$ cat src/rtl/seg_auth_pkg.sv
// seg_auth_pkg
//   Shared types and command codes for the BLE power-up authorisation path.
//   auth_state_t : authorisation FSM states (OFF, PWR1, PWR2)
//   rx_state_t   : UART receiver FSM states (IDLE, START, DATA, STOP)
//   CMD_GO       : 'g' command byte, requests power-up
//   CMD_STOP     : 's' command byte, requests stop

package seg_auth_pkg;

  typedef enum logic [1:0] {OFF, PWR1, PWR2} auth_state_t;

  typedef enum logic [1:0] {IDLE, START, DATA, STOP} rx_state_t;

  localparam logic [7:0] CMD_GO   = 8'h67;
  localparam logic [7:0] CMD_STOP = 8'h73;

endpackage

$ cat src/rtl/ble_uart_rx_core.sv
// ble_uart_rx_core
//   8N1 UART receiver: 2-flop synchroniser, falling-edge start detect and a
//   mid-bit sampling FSM driven by a 13-bit down counter.
//   Parameter BAUD_DIV : clk cycles per bit
//   Ports:
//     clk      in   system clock
//     rst      in   synchronous active-high reset
//     RX       in   asynchronous serial input, idles high
//     rx_byte  out  last byte received with a valid stop bit
//     rx_rdy   out  one-cycle pulse when rx_byte updates
//     rx_err   out  one-cycle pulse on a framing error

module ble_uart_rx_core
  import seg_auth_pkg::*;
#(
  parameter int BAUD_DIV = 5208
) (
  input  logic       clk,
  input  logic       rst,
  input  logic       RX,
  output logic [7:0] rx_byte,
  output logic       rx_rdy,
  output logic       rx_err
);

  localparam logic [12:0] FULL_CNT = 13'(BAUD_DIV - 1);
  localparam logic [12:0] HALF_CNT = 13'(BAUD_DIV / 2 - 1);

  logic       rx_ff1, rx_ff2, rx_prev;
  logic       rx_fall;
  rx_state_t  state, state_nxt;
  logic [12:0] cnt, cnt_nxt;
  logic [2:0] bit_cnt, bit_nxt;
  logic [8:0] shreg, sh_nxt;
  logic [7:0] byte_nxt;
  logic       rdy_nxt, err_nxt;

  // Synchroniser and edge-detect flops preset high so reset never looks
  // like a start edge.
  always_ff @(posedge clk) begin
    if (rst) begin
      rx_ff1  <= 1'b1;
      rx_ff2  <= 1'b1;
      rx_prev <= 1'b1;
    end else begin
      rx_ff1  <= RX;
      rx_ff2  <= rx_ff1;
      rx_prev <= rx_ff2;
    end
  end

  assign rx_fall = rx_prev & ~rx_ff2;

  always_ff @(posedge clk) begin
    if (rst) begin
      state   <= IDLE;
      cnt     <= '0;
      bit_cnt <= '0;
      shreg   <= '0;
      rx_byte <= '0;
      rx_rdy  <= 1'b0;
      rx_err  <= 1'b0;
    end else begin
      state   <= state_nxt;
      cnt     <= cnt_nxt;
      bit_cnt <= bit_nxt;
      shreg   <= sh_nxt;
      rx_byte <= byte_nxt;
      rx_rdy  <= rdy_nxt;
      rx_err  <= err_nxt;
    end
  end

  // The start bit is shifted in first, so after eight data bits it sits in
  // shreg[0] and the data byte occupies shreg[8:1].
  always_comb begin
    state_nxt = state;
    cnt_nxt   = cnt;
    bit_nxt   = bit_cnt;
    sh_nxt    = shreg;
    byte_nxt  = rx_byte;
    rdy_nxt   = 1'b0;
    err_nxt   = 1'b0;
    case (state)
      IDLE: begin
        if (rx_fall) begin
          state_nxt = START;
          cnt_nxt   = HALF_CNT;
        end
      end
      START: begin
        if (cnt == '0) begin
          if (rx_ff2) begin
            state_nxt = IDLE;
          end else begin
            state_nxt = DATA;
            cnt_nxt   = FULL_CNT;
            bit_nxt   = '0;
            sh_nxt    = {rx_ff2, shreg[8:1]};
          end
        end else begin
          cnt_nxt = cnt - 13'd1;
        end
      end
      DATA: begin
        if (cnt == '0) begin
          sh_nxt  = {rx_ff2, shreg[8:1]};
          bit_nxt = bit_cnt + 3'd1;
          cnt_nxt = FULL_CNT;
          if (bit_cnt == 3'd7) begin
            state_nxt = STOP;
          end
        end else begin
          cnt_nxt = cnt - 13'd1;
        end
      end
      STOP: begin
        if (cnt == '0) begin
          state_nxt = IDLE;
          if (rx_ff2 && !shreg[0]) begin
            byte_nxt = shreg[8:1];
            rdy_nxt  = 1'b1;
          end else begin
            err_nxt = 1'b1;
          end
        end else begin
          cnt_nxt = cnt - 13'd1;
        end
      end
      default: state_nxt = IDLE;
    endcase
  end

endmodule

$ cat src/rtl/ble_auth_rx.sv
// ble_auth_rx
//   Decides whether the Segway may run from the BLE command stream.
//   'g' powers up; 's' stops, but only once the rider is off the platform.
//   Optional feature macro BLE_AUTH_WDOG_EN: link-loss watchdog in PWR1 that
//   acts like a received 's' after WDOG_CYCLES cycles without traffic.
//   Parameters: BAUD_DIV (clk cycles per bit), WDOG_CYCLES (watchdog only)
//   Ports:
//     clk        in   system clock
//     rst        in   synchronous active-high reset
//     RX         in   UART serial input, idles high
//     rider_off  in   high when load cells are below rider threshold
//     pwr_up     out  registered power-up authorisation
//     rx_byte    out  last byte received with a valid stop bit
//     rx_rdy     out  one-cycle pulse when rx_byte updates
//     rx_err     out  one-cycle pulse on a framing error

module ble_auth_rx
  import seg_auth_pkg::*;
#(
  parameter int BAUD_DIV = 5208
`ifdef BLE_AUTH_WDOG_EN
  , parameter logic [25:0] WDOG_CYCLES = 26'h3FFFFFF
`endif
) (
  input  logic       clk,
  input  logic       rst,
  input  logic       RX,
  input  logic       rider_off,
  output logic       pwr_up,
  output logic [7:0] rx_byte,
  output logic       rx_rdy,
  output logic       rx_err
);

  auth_state_t state, state_nxt;
  logic        wdog_tc;
  logic        stop_evt;

  ble_uart_rx_core #(.BAUD_DIV(BAUD_DIV)) u_core (
    .clk     (clk),
    .rst     (rst),
    .RX      (RX),
    .rx_byte (rx_byte),
    .rx_rdy  (rx_rdy),
    .rx_err  (rx_err)
  );

`ifdef BLE_AUTH_WDOG_EN
  localparam logic [25:0] WDOG_MAX = WDOG_CYCLES - 26'd1;
  logic [25:0] wdog_cnt;

  // Saturating link-loss counter; any traffic or state change restarts it.
  always_ff @(posedge clk) begin
    if (rst) begin
      wdog_cnt <= '0;
    end else if (rx_rdy || (state_nxt != state)) begin
      wdog_cnt <= '0;
    end else if ((state == PWR1) && !wdog_tc) begin
      wdog_cnt <= wdog_cnt + 26'd1;
    end
  end

  assign wdog_tc = (state == PWR1) && (wdog_cnt == WDOG_MAX);
`else
  assign wdog_tc = 1'b0;
`endif

  assign stop_evt = (rx_rdy && (rx_byte == CMD_STOP)) || wdog_tc;

  always_ff @(posedge clk) begin
    if (rst) begin
      state  <= OFF;
      pwr_up <= 1'b0;
    end else begin
      state  <= state_nxt;
      pwr_up <= (state_nxt != OFF);
    end
  end

  // In PWR2 rider_off is checked first so it wins over a simultaneous 'g'.
  always_comb begin
    state_nxt = state;
    case (state)
      OFF: begin
        if (rx_rdy && (rx_byte == CMD_GO)) state_nxt = PWR1;
      end
      PWR1: begin
        if (stop_evt) state_nxt = rider_off ? OFF : PWR2;
      end
      PWR2: begin
        if (rider_off)                             state_nxt = OFF;
        else if (rx_rdy && (rx_byte == CMD_GO))    state_nxt = PWR1;
      end
      default: state_nxt = OFF;
    endcase
  end

endmodule

$ cat config.mk
export PLATFORM = sky130hd
export DESIGN_NAME = ble_auth_rx
export DESIGN_NICKNAME = d
export VERILOG_FILES = /design/src/rtl/seg_auth_pkg.sv /design/src/rtl/ble_uart_rx_core.sv /design/src/rtl/ble_auth_rx.sv
export SDC_FILE = /design/constraint.sdc
export NUM_CORES = 1
export LEC_CHECK = 0
export BUFFER_PORTS_ARGS = -buffer_cell sky130_fd_sc_hd__clkbuf_2
export CORE_UTILIZATION = 50
export CTS_CLUSTER_DIAMETER = 120
export DETAILED_ROUTE_END_ITERATION = 8
export PLACE_DENSITY = 0.7
export SLEW_MARGIN = 0
export SYNTH_ARGS = -nofsm -noshare
export SYNTH_HDL_FRONTEND = slang
export SYNTH_HIERARCHICAL = 1
export SYNTH_SLANG_ARGS = --single-unit
$ cat constraint.sdc
create_clock -name clk -period 2.1 [get_ports clk]
set_input_delay 0 -clock clk [delete_from_list [all_inputs] [get_ports clk]]
set_output_delay 0 -clock clk [all_outputs]
set_load 0.01 [all_outputs]
==> flow_summary.json, run 1 <==
{
  "drc": 0,
  "async_flop_share": 0,
  "comb_power_share": 0.398,
  "syn-num-nets": 270,
  "clk_latency_ns": 0.30,
  "clk_transition_reported_paths_ns": 0.09,
  "clkPwrFrac": 0.215,
  "io_pins": 15,
  "worst_pin_slew_ns": 0.746,
  "max_freq_mhz": 519,
  "yosys-top-cells-count": "dfxtp_1, nand2_1, a21oi_1",
  "die-area_um2": 4870,
  "finalCriticalPeriod_ns": 1.93,
  "synth_area_um2": 2300,
  "power_frac_seq": 0.388,
  "drive_gt1_frac": 0.201,
  "std_cell_rows": 24,
  "antenna_found_initial": 0,
  "critPathLaunchType": "flip-flop",
  "nets": 290,
  "yosysSeqAreaShare": 0.375,
  "hp-class": "input pin to flip-flop",
  "place_hpwl_um": 3470,
  "grt_setup_unrepaired": "false",
  "wl_um": 5060,
  "drtIter0Drc": 110,
  "p_switching_uw": 909,
  "hold_violations": 0,
  "fin_worst_skew_ns": 0.00839,
  "yosysMostFrequentCell": "dfxtp_1",
  "synth_top_area_cell": "dfxtp_1",
  "clock_sinks": 43,
  "grt_usage": 0.221,
  "synth_area_leaders": "dfxtp_1, ha_1, a21oi_1, mux2i_1, nand2_1",
  "crit_type": "flip-flop to flip-flop",
  "internal_power_uw": 1530,
  "clockRootBuffer": "clkbuf_8",
  "leakage_uw": 0.00101,
  "start_util": 0.524,
  "drv_slew": 0,
  "htree_levels": 2,
  "syn_area_per_cell_um2": 8.93,
  "fin_hold_ws_ns": 0.0707,
  "finalCritPeriodShare": 0.917,
  "grt_pass1_wl_um": 8840,
  "ir_drop_mv": 0.451,
  "overflow": 0,
  "drv_cap": 0,
  "critPathMaxFanout": 5,
  "cts_tree": "done",
  "end_kind": "flip-flop",
  "switching_share": 0.373,
  "vias_per_cell": 6.18,
  "utilization": 0.592,
  "die_h_um": 69.8,
  "yosysTopAreaCellShare": 0.375,
  "first_pass_iters": 4,
  "synthDistinctLibCells": 54,
  "grt_max_degree": 20,
  "status": "finished, final reports clean",
  "syn_inst": 257,
  "powerDensity_nw_per_um2": 937,
  "setup_violations": 0,
  "setup_ws_ns": 0.174,
  "coreArea_um2": 4380,
  "portBuffers": 14,
  "clockBufferDepth": 2,
  "drt-wirelength-per-cell_um": 15.3,
  "ys_dominant_reg_cell": "dfxtp_1",
  "maxSlewHeadroom": 0.500,
  "globalplace.congestion": 0.816,
  "grt_pass1_vias": 1949,
  "cts_buffers": 5,
  "antennaDiodeCount": 0,
  "yosysWarnings": 6,
  "cp_data_arrival_time_ns": 2.13,
  "vias": 2039,
  "critPathRequiredTime_ns": 2.30,
  "syn_to_final_growth_pct": 13.1,
  "ys_ff_latch": 43,
  "r2r_slack_ns": 0.17,
  "ant_nets": 0,
  "synth_edf_count": 0,
  "dp_slack_ns": -0.0100,
  "dieWidth_um": 69.8
}
## area by class of cell
type / instances / area, um2
fillers: 413 / 1790
multi-input cells: 186 / 1330
flip-flops and latches: 43 / 861
repair buffers: 29 / 210
clock buffers: 5 / 68.8
well taps: 52 / 65.1
inverters: 12 / 45.0
clock inverters: 3 / 20.0
## worst paths after layout
path / startpoint / to / depth (start not counted)
worst max register to register: u_core/cnt[0]$_SDFFE_PP0P_ / u_core/state[0]$_SDFFE_PP0P_ / 7
worst min-delay path: rider_off / state[0]$_SDFF_PP0_ / 3
worst max-delay path: u_core/cnt[0]$_SDFFE_PP0P_ / u_core/state[0]$_SDFFE_PP0P_ / 7
worst min register to register: u_core/rx_ff1$_SDFF_PP1_ / u_core/rx_ff2$_SDFF_PP1_ / 1
## cell usage in the layout (no fill, tap or decap), types with 7 or more instances in the layout
cell type,Yosys,final
buf_4,3,12
nand3_1,12,12
nor4_1,7,7
o21ai_0,13,12
dfxtp_1,43,43
clkbuf_2,0,14
a21oi_1,18,18
nor2_1,11,11
ha_1,9,9
a211oi_1,10,10
nand2_1,21,21
inv_1,12,12
mux2i_1,8,8
## flip-flops by register name, summed over array words and instances (netlist names), named ones only
signal / cells
u_core/cnt: 13
u_core/rx_byte: 8
u_core/rx_err: 1
u_core/rx_rdy: 1
u_core/bit_cnt: 3
u_core/rx_prev: 1
state: 2
u_core/state: 1
u_core/shreg: 9
u_core/rx_ff1: 1
u_core/rx_ff2: 1
pwr_up: 1
## cell families (layout without fill, tap and decap cells)
group                    count (synthesis)  after routing  synth area share
AND/OR/NAND/NOR                         94             94             0.258
flip-flops                              43             43             0.375
buffers and inverters                   28             49            0.0529
multiplexers                             8              8            0.0349
AO/OA/AOI/OAI                           75             75             0.230
adder cells (fa/ha/maj)                  9              9            0.0490
## metal layers
metal  wire [um]  GRT usage  share of wire
met1        2490      0.309           0.49
met5           0          0              0
met3         178     0.0465          0.035
met2        2320      0.340           0.46
met4          59     0.0667          0.012
## through the flow
stage               power, uW  cell area [um2]  setup TNS (ns)  std cells
floorplan                1610             2300               0        257
global placement         1890             2480               0        320
detailed placement       1900             2480         -0.0100        320
CTS                      2430             2580               0        329
global route             2580             2600               0        330
finish                   2430             2600               0        330
## power by group through the flow
stage          logic (uW)  clock network (uW)  registers [uW]
2_1_floorplan         677                   0             934
3_3_place_gp          936                   0             955
3_5_place_dp          941                   0             956
4_1_cts               947                 541             937
5_1_grt              1060                 570             952
6_report              968                 523             944
## worst max-delay path: stages (launching register included)
cell	delay (ns)
dfxtp_1	0.35
inv_1	0.12
ha_1	0.16
nor4b_4	0.25
buf_4	0.18
a41oi_1	0.14
or3_1	0.37
a211oi_1	0.26
## timing repair
action | 4_1_cts | 5_1_grt
hold endpoints to repair | 1 | 0
endpoints found under the setup margin | 3 | 11
hold buffers | 1 | 0
resized for setup | 1 | 3
buffers inserted | 0 | 1
No activity file was read; power rests on OpenSTA's default activity.
==> run 2: changes to the inputs <==
--- a/config.mk
+++ b/config.mk
@@ -6,10 +6,11 @@
 export NUM_CORES = 1
 export LEC_CHECK = 0
 export BUFFER_PORTS_ARGS = -buffer_cell sky130_fd_sc_hd__clkbuf_2
+export CAP_MARGIN = 20
 export CORE_UTILIZATION = 50
 export CTS_CLUSTER_DIAMETER = 120
 export DETAILED_ROUTE_END_ITERATION = 8
-export PLACE_DENSITY = 0.7
+export PLACE_DENSITY_LB_ADDON = 0.12
 export SLEW_MARGIN = 0
 export SYNTH_ARGS = -nofsm -noshare
 export SYNTH_HDL_FRONTEND = slang
==> run 2 against run 1 <==
Effect of this change: sequential share of layout area up 0.42 points; setup slack worse by 0.068 ns; fmax down 3.4%; global-route usage up 0.23 points; clock-buffer cell count unchanged; die area unchanged; design area down 1.3%; critical path depth unchanged; power down 1.4%; routed wire length up 1.6%; via count down 1.7%.
==> flow_summary.json, run 2 (same netlist as run 1, synthesis figures left out) <==
{
  "status": "finished, final reports clean",
  "clkPwrFrac": 0.224,
  "regArea_um2": 861,
  "drive_gt1_frac": 0.195,
  "std_cell_rows": 24,
  "cts_setup_buffers": 0,
  "clockRootBuffer": "clkbuf_8",
  "cts_tree": "done",
  "setup_violations": 0,
  "drc": 0,
  "internal_power_uw": 1480,
  "crit_type": "flip-flop to flip-flop",
  "clockBufferDepth": 2,
  "ant_nets": 0,
  "leakage_uw": 0.000995,
  "finalCriticalPeriod_ns": 1.99,
  "hp-class": "input pin to flip-flop",
  "overflow": 0,
  "switching_share": 0.383,
  "p_switching_uw": 919,
  "wl_um": 5140,
  "htree_levels": 2,
  "powerDensity_nw_per_um2": 936,
  "maxSlewHeadroom": 0.616,
  "antennaDiodeCount": 0,
  "die_h_um": 69.8,
  "critPathRequiredTime_ns": 2.33,
  "finalCritPeriodShare": 0.950,
  "finalSetupTns_ns": 0,
  "fin_worst_skew_ns": 0.00685,
  "drv_slew": 0,
  "grt_max_degree": 20,
  "largest_register": "u_core/cnt",
  "coreArea_um2": 4380,
  "drv_cap": 0,
  "globalplace.congestion": 0.786,
  "io_pins": 15,
  "first_pass_iters": 4,
  "hold_violations": 0,
  "vias_per_cell": 6.09,
  "antenna_found_initial": 0,
  "worst_pin_slew_ns": 0.570,
  "critPathLaunchType": "flip-flop",
  "clk_latency_ns": 0.30,
  "fin_cells": 329,
  "comb_power_share": 0.384,
  "mostFrequentLayoutCell": "dfxtp_1",
  "final_cell_mix": "dfxtp_1, nand2_1, a21oi_1, clkbuf_2, o21ai_0",
  "syn_to_final_growth_pct": 11.7,
  "end_kind": "flip-flop",
  "vias": 2004,
  "grt_pass1_wl_um": 8800,
  "grt_setup_unrepaired": "false",
  "place_hpwl_um": 3510,
  "cp_data_arrival_time_ns": 2.23,
  "critPathMaxFanout": 14,
  "clock_sinks": 43,
  "drt-wirelength-per-cell_um": 15.6,
  "max_freq_mhz": 501,
  "clk_transition_reported_paths_ns": 0.09,
  "ir_drop_mv": 0.412,
  "dieWidth_um": 69.8,
  "largest_register_ffs": 13,
  "dp_cells": 319,
  "multiInputGateArea_um2": 1320,
  "start_util": 0.524,
  "nets": 289,
  "portBuffers": 14,
  "grt_pass1_vias": 1864,
  "drtIter0Drc": 165,
  "n_fill_cell": 392,
  "cts_buffers": 5,
  "power_frac_seq": 0.391,
  "die-area_um2": 4870,
  "top_regs": "u_core/cnt x13, u_core/shreg x9, u_core/rx_byte x8",
  "grt_usage": 0.223
}
==> run 2: worst paths after layout <==
path	start	to	slack, ns	cells after the start
max	u_core/cnt[0]$_SDFFE_PP0P_	u_core/cnt[10]$_SDFFE_PP0P_	0.11	7
min	rider_off	state[0]$_SDFF_PP0_	0.06	3
max reg2reg	u_core/cnt[0]$_SDFFE_PP0P_	u_core/cnt[10]$_SDFFE_PP0P_	0.11	7
min reg2reg	u_core/rx_ff1$_SDFF_PP1_	u_core/rx_ff2$_SDFF_PP1_	0.42	1
==> run 2: worst max-delay path, cell delays in order (launching register included) <==
cell	delay (ns)
dfxtp_1	0.40
inv_1	0.10
ha_1	0.20
nor4b_2	0.15
buf_4	0.19
and4b_2	0.36
a2111o_1	0.38
a21oi_1	0.15
==> run 2: through the flow <==
stage          worst slack, ns  area [um2]  total power, uW  hold WS (ns)  utilization
4_1_cts                 0.0361        2560             2400        0.0504        0.583
3_5_place_dp            0.0439        2460             1860         0.188        0.561
5_1_grt                 0.0167        2560             2540        0.0907        0.585
2_1_floorplan            0.133        2300             1610        0.0730            -
3_3_place_gp            0.0786        2460             1850         0.185        0.561
6_report                 0.105        2560             2400        0.0574        0.585
==> run 2: power groups by stage <==
stage	combinational [uW]	clock [uW]	sequential [uW]
3_5_place_dp	900	0	956
2_1_floorplan	677	0	934
3_3_place_gp	894	0	956
5_1_grt	1010	582	949
4_1_cts	904	555	938
6_report	923	539	939
==> run 2: area by class of cell <==
class,instances,area share
clock inverters,3,0.00780
multi-input cells,186,0.513
flip-flops and latches,43,0.336
inverters,12,0.0176
well taps,52,0.0254
clock buffers,5,0.0268
repair buffers,28,0.0741
==> run 2: layer usage <==
metal / vias to the layer above / global-route usage / share of wire
li1: 1020 / - / -
met1: 951 / 0.311 / 0.50
met2: 26 / 0.348 / 0.46
met3: 7 / 0.0363 / 0.029
met4: 0 / 0.0756 / 0.011
met5: - / 0 / 0
==> run 2: timing repair <==
action                     4_1_cts  5_1_grt
hold endpoints to repair         1        0
setup endpoints to repair        0        8
hold buffers                     1        0
gates resized for setup          0        1
==> run 3: changes to the inputs <==
--- a/config.mk
+++ b/config.mk
@@ -5,12 +5,14 @@
 export SDC_FILE = /design/constraint.sdc
 export NUM_CORES = 1
 export LEC_CHECK = 0
+export ABC_AREA = 1
 export BUFFER_PORTS_ARGS = -buffer_cell sky130_fd_sc_hd__clkbuf_2
 export CAP_MARGIN = 20
 export CORE_UTILIZATION = 50
 export CTS_CLUSTER_DIAMETER = 120
 export DETAILED_ROUTE_END_ITERATION = 8
-export PLACE_DENSITY_LB_ADDON = 0.12
+export GPL_TIMING_DRIVEN = 0
+export PLACE_DENSITY = 0.68
 export SLEW_MARGIN = 0
 export SYNTH_ARGS = -nofsm -noshare
 export SYNTH_HDL_FRONTEND = slang
==> run 3 against run 2 <==
Effect of this change: clock skew down 0.0031 ns; global-route usage fell by 2.1 points; die area shrank 2.0%; sequential power grew 21%; area after synthesis shrank 2.0%; synthesized cell count is 24% higher; via count shrank 3.3%; highest routed layer unchanged; design area fell by 2.2%; setup slack better by 0.32 ns; power is 48% higher; worst hold slack gained 0.062 ns; utilization fell by 0.52 points.
==> flow_summary.json, run 3 <==
{
  "status": "finished, final reports clean",
  "rr_startpoint": "u_core/state[0]$_SDFFE_PP0P_",
  "overflow": 0,
  "start_util": 0.520,
  "cts_resized": 0,
  "finalCritPeriodShare": 0.798,
  "finalSetupTns_ns": 0,
  "dieWidth_um": 69.1,
  "grt_usage": 0.202,
  "r2r_slack_ns": 0.43,
  "syn-num-nets": 331,
  "critPathLaunchType": "flip-flop",
  "clock_sinks": 43,
  "max_freq_mhz": 597,
  "multiInputGateArea_um2": 1190,
  "setup_ws_ns": 0.425,
  "reg2reg_to": "u_core/shreg[6]$_SDFFE_PP0P_",
  "synth_edf_count": 0,
  "end_kind": "flip-flop",
  "clockRootBuffer": "clkbuf_8",
  "mostFrequentLayoutCell": "nand2_1",
  "grt_max_degree": 13,
  "drv_cap": 0,
  "synth_area_leaders": "dfxtp_1, nand2_1, nor2_1, inv_1, a21oi_1",
  "antenna_found_initial": 0,
  "htree_levels": 2,
  "yosysMostFrequentCell": "nand2_1",
  "std_cell_rows": 24,
  "min_to": "state[1]$_SDFF_PP0_",
  "critPathMaxFanout": 10,
  "hold_start": "rider_off",
  "top_regs": "u_core/cnt x13, u_core/shreg x9, u_core/rx_byte x8",
  "ir_drop_mv": 0.614,
  "clockBufferDepth": 2,
  "yosysTopAreaCellShare": 0.383,
  "drive_gt1_frac": 0.147,
  "postPlaceCellArea_um2": 2380,
  "finalCriticalPeriod_ns": 1.67,
  "maxSlewHeadroom": 0.604,
  "dp_slack_ns": 0.421,
  "syn_area_per_cell_um2": 7.07,
  "die-area_um2": 4770,
  "ys_ff_latch": 43,
  "fin_worst_skew_ns": 0.00377,
  "io_pins": 15,
  "place_hpwl_um": 3310,
  "hp-class": "input pin to flip-flop",
  "cts_tree": "done",
  "vias": 1938,
  "setup_violations": 0,
  "synth_area_um2": 2250,
  "leakage_uw": 0.00112,
  "async_flop_share": 0,
  "hold_violations": 0,
  "drt-wirelength-per-cell_um": 11.4,
  "clk_latency_ns": 0.28,
  "cp_data_arrival_time_ns": 1.86,
  "cts_buffers": 5,
  "nets": 354,
  "worst_pin_slew_ns": 0.593,
  "synthDistinctLibCells": 33,
  "grt_pass1_wl_um": 7860,
  "largest_register": "u_core/cnt",
  "yosys-top-cells-count": "nand2_1, nor2_1, dfxtp_1",
  "syn_inst": 318,
  "final_cell_mix": "nand2_1, nor2_1, dfxtp_1, inv_1, a21oi_1",
  "first_pass_iters": 4,
  "fin_hold_ws_ns": 0.120,
  "clk_transition_reported_paths_ns": 0.08,
  "antennaDiodeCount": 0,
  "yosysSeqAreaShare": 0.383,
  "drtIter0Drc": 92,
  "largest_register_ffs": 13,
  "syn_to_final_growth_pct": 11.5,
  "vias_per_cell": 4.93,
  "portBuffers": 14,
  "ant_nets": 0,
  "grt_pass1_vias": 1751,
  "wl_um": 4480,
  "regArea_um2": 861,
  "ff2ff_path_depth": 8,
  "ys_dominant_reg_cell": "dfxtp_1",
  "n_fill_cell": 416,
  "coreArea_um2": 4320,
  "yosysWarnings": 6,
  "powerDensity_nw_per_um2": 1410,
  "critPathRequiredTime_ns": 2.28,
  "globalplace.congestion": 0.832,
  "postLayoutCellArea_um2": 2510,
  "synth_top_area_cell": "dfxtp_1",
  "drv_slew": 0,
  "grt_setup_unrepaired": "false",
  "whs_path_depth": 6,
  "die_h_um": 69.1,
  "crit_type": "flip-flop to flip-flop",
  "drc": 0
}
==> run 3: metal layers <==
layer,part of all wire,track usage
met1,0.51,0.296
met2,0.43,0.304
met5,0,0
met3,0.053,0.0395
met4,0.0058,0.0476
==> run 3: worst max-delay path, stage by stage, from the launching register on <==
cell,delay [ns]
dfxtp_1,0.39
inv_1,0.11
ha_1,0.38
inv_1,0.06
a21oi_1,0.14
nand2_2,0.10
buf_2,0.18
o21ai_0,0.17
nor2_1,0.05
==> run 3: area by class of cell <==
type,count,share of cell area
clock buffers,6,0.0289
multi-input cells,224,0.473
well taps,52,0.0259
repair buffers,16,0.0359
flip-flops and latches,43,0.343
inverters,45,0.0679
plain buffers,6,0.0130
clock inverters,1,0.0120
==> run 3: worst max path at each step <==
stage                                      start                            to  slack (ns)
floorplan           u_core/state[0]$_SDFFE_PP0P_  u_core/shreg[2]$_SDFFE_PP0P_        0.61
global placement    u_core/state[0]$_SDFFE_PP0P_  u_core/shreg[6]$_SDFFE_PP0P_        0.46
detailed placement  u_core/state[0]$_SDFFE_PP0P_  u_core/shreg[6]$_SDFFE_PP0P_        0.42
CTS                 u_core/state[0]$_SDFFE_PP0P_  u_core/shreg[6]$_SDFFE_PP0P_        0.40
global route        u_core/state[0]$_SDFFE_PP0P_  u_core/shreg[5]$_SDFFE_PP0P_        0.27
finish              u_core/state[0]$_SDFFE_PP0P_  u_core/shreg[6]$_SDFFE_PP0P_        0.43
==> run 3: cell families (layout without fill, tap and decap cells) <==
kind of cell    count (synthesis)  in the layout  share of synthesized area
buf+inv                        51             74                     0.0901
compound gates                 57             57                      0.133
simple gates                  155            155                      0.332
fa+ha+maj                       9              9                     0.0501
xor+xnor                        3              3                     0.0117
flops                          43             43                      0.383
==> run 3: metrics by stage <==
step,utilization,cells,total power [uW]
after floorplan,-,318,2610
after global placement,0.552,384,2920
after detailed placement,0.552,384,2950
after CTS,0.580,393,3570
after global routing,0.580,393,3880
final,0.580,393,3540
==> run 3: where the power goes <==
| group | leakage [uW] | total, uW | switching, uW | internal [uW] |
|---|---|---|---|---|
| logic | 0.000723 | 1800 | 1170 | 630 |
| registers | 0.000350 | 1140 | 145 | 990 |
| clock network | 0.0000513 | 602 | 253 | 348 |
| total | 0.00112 | 3540 | 1570 | 1970 |
==> run 3: what timing repair did <==
item                                   4_1_cts  5_1_grt
endpoints found under the hold margin        2        0
setup buffers                                0        0
hold buffers                                 2        0
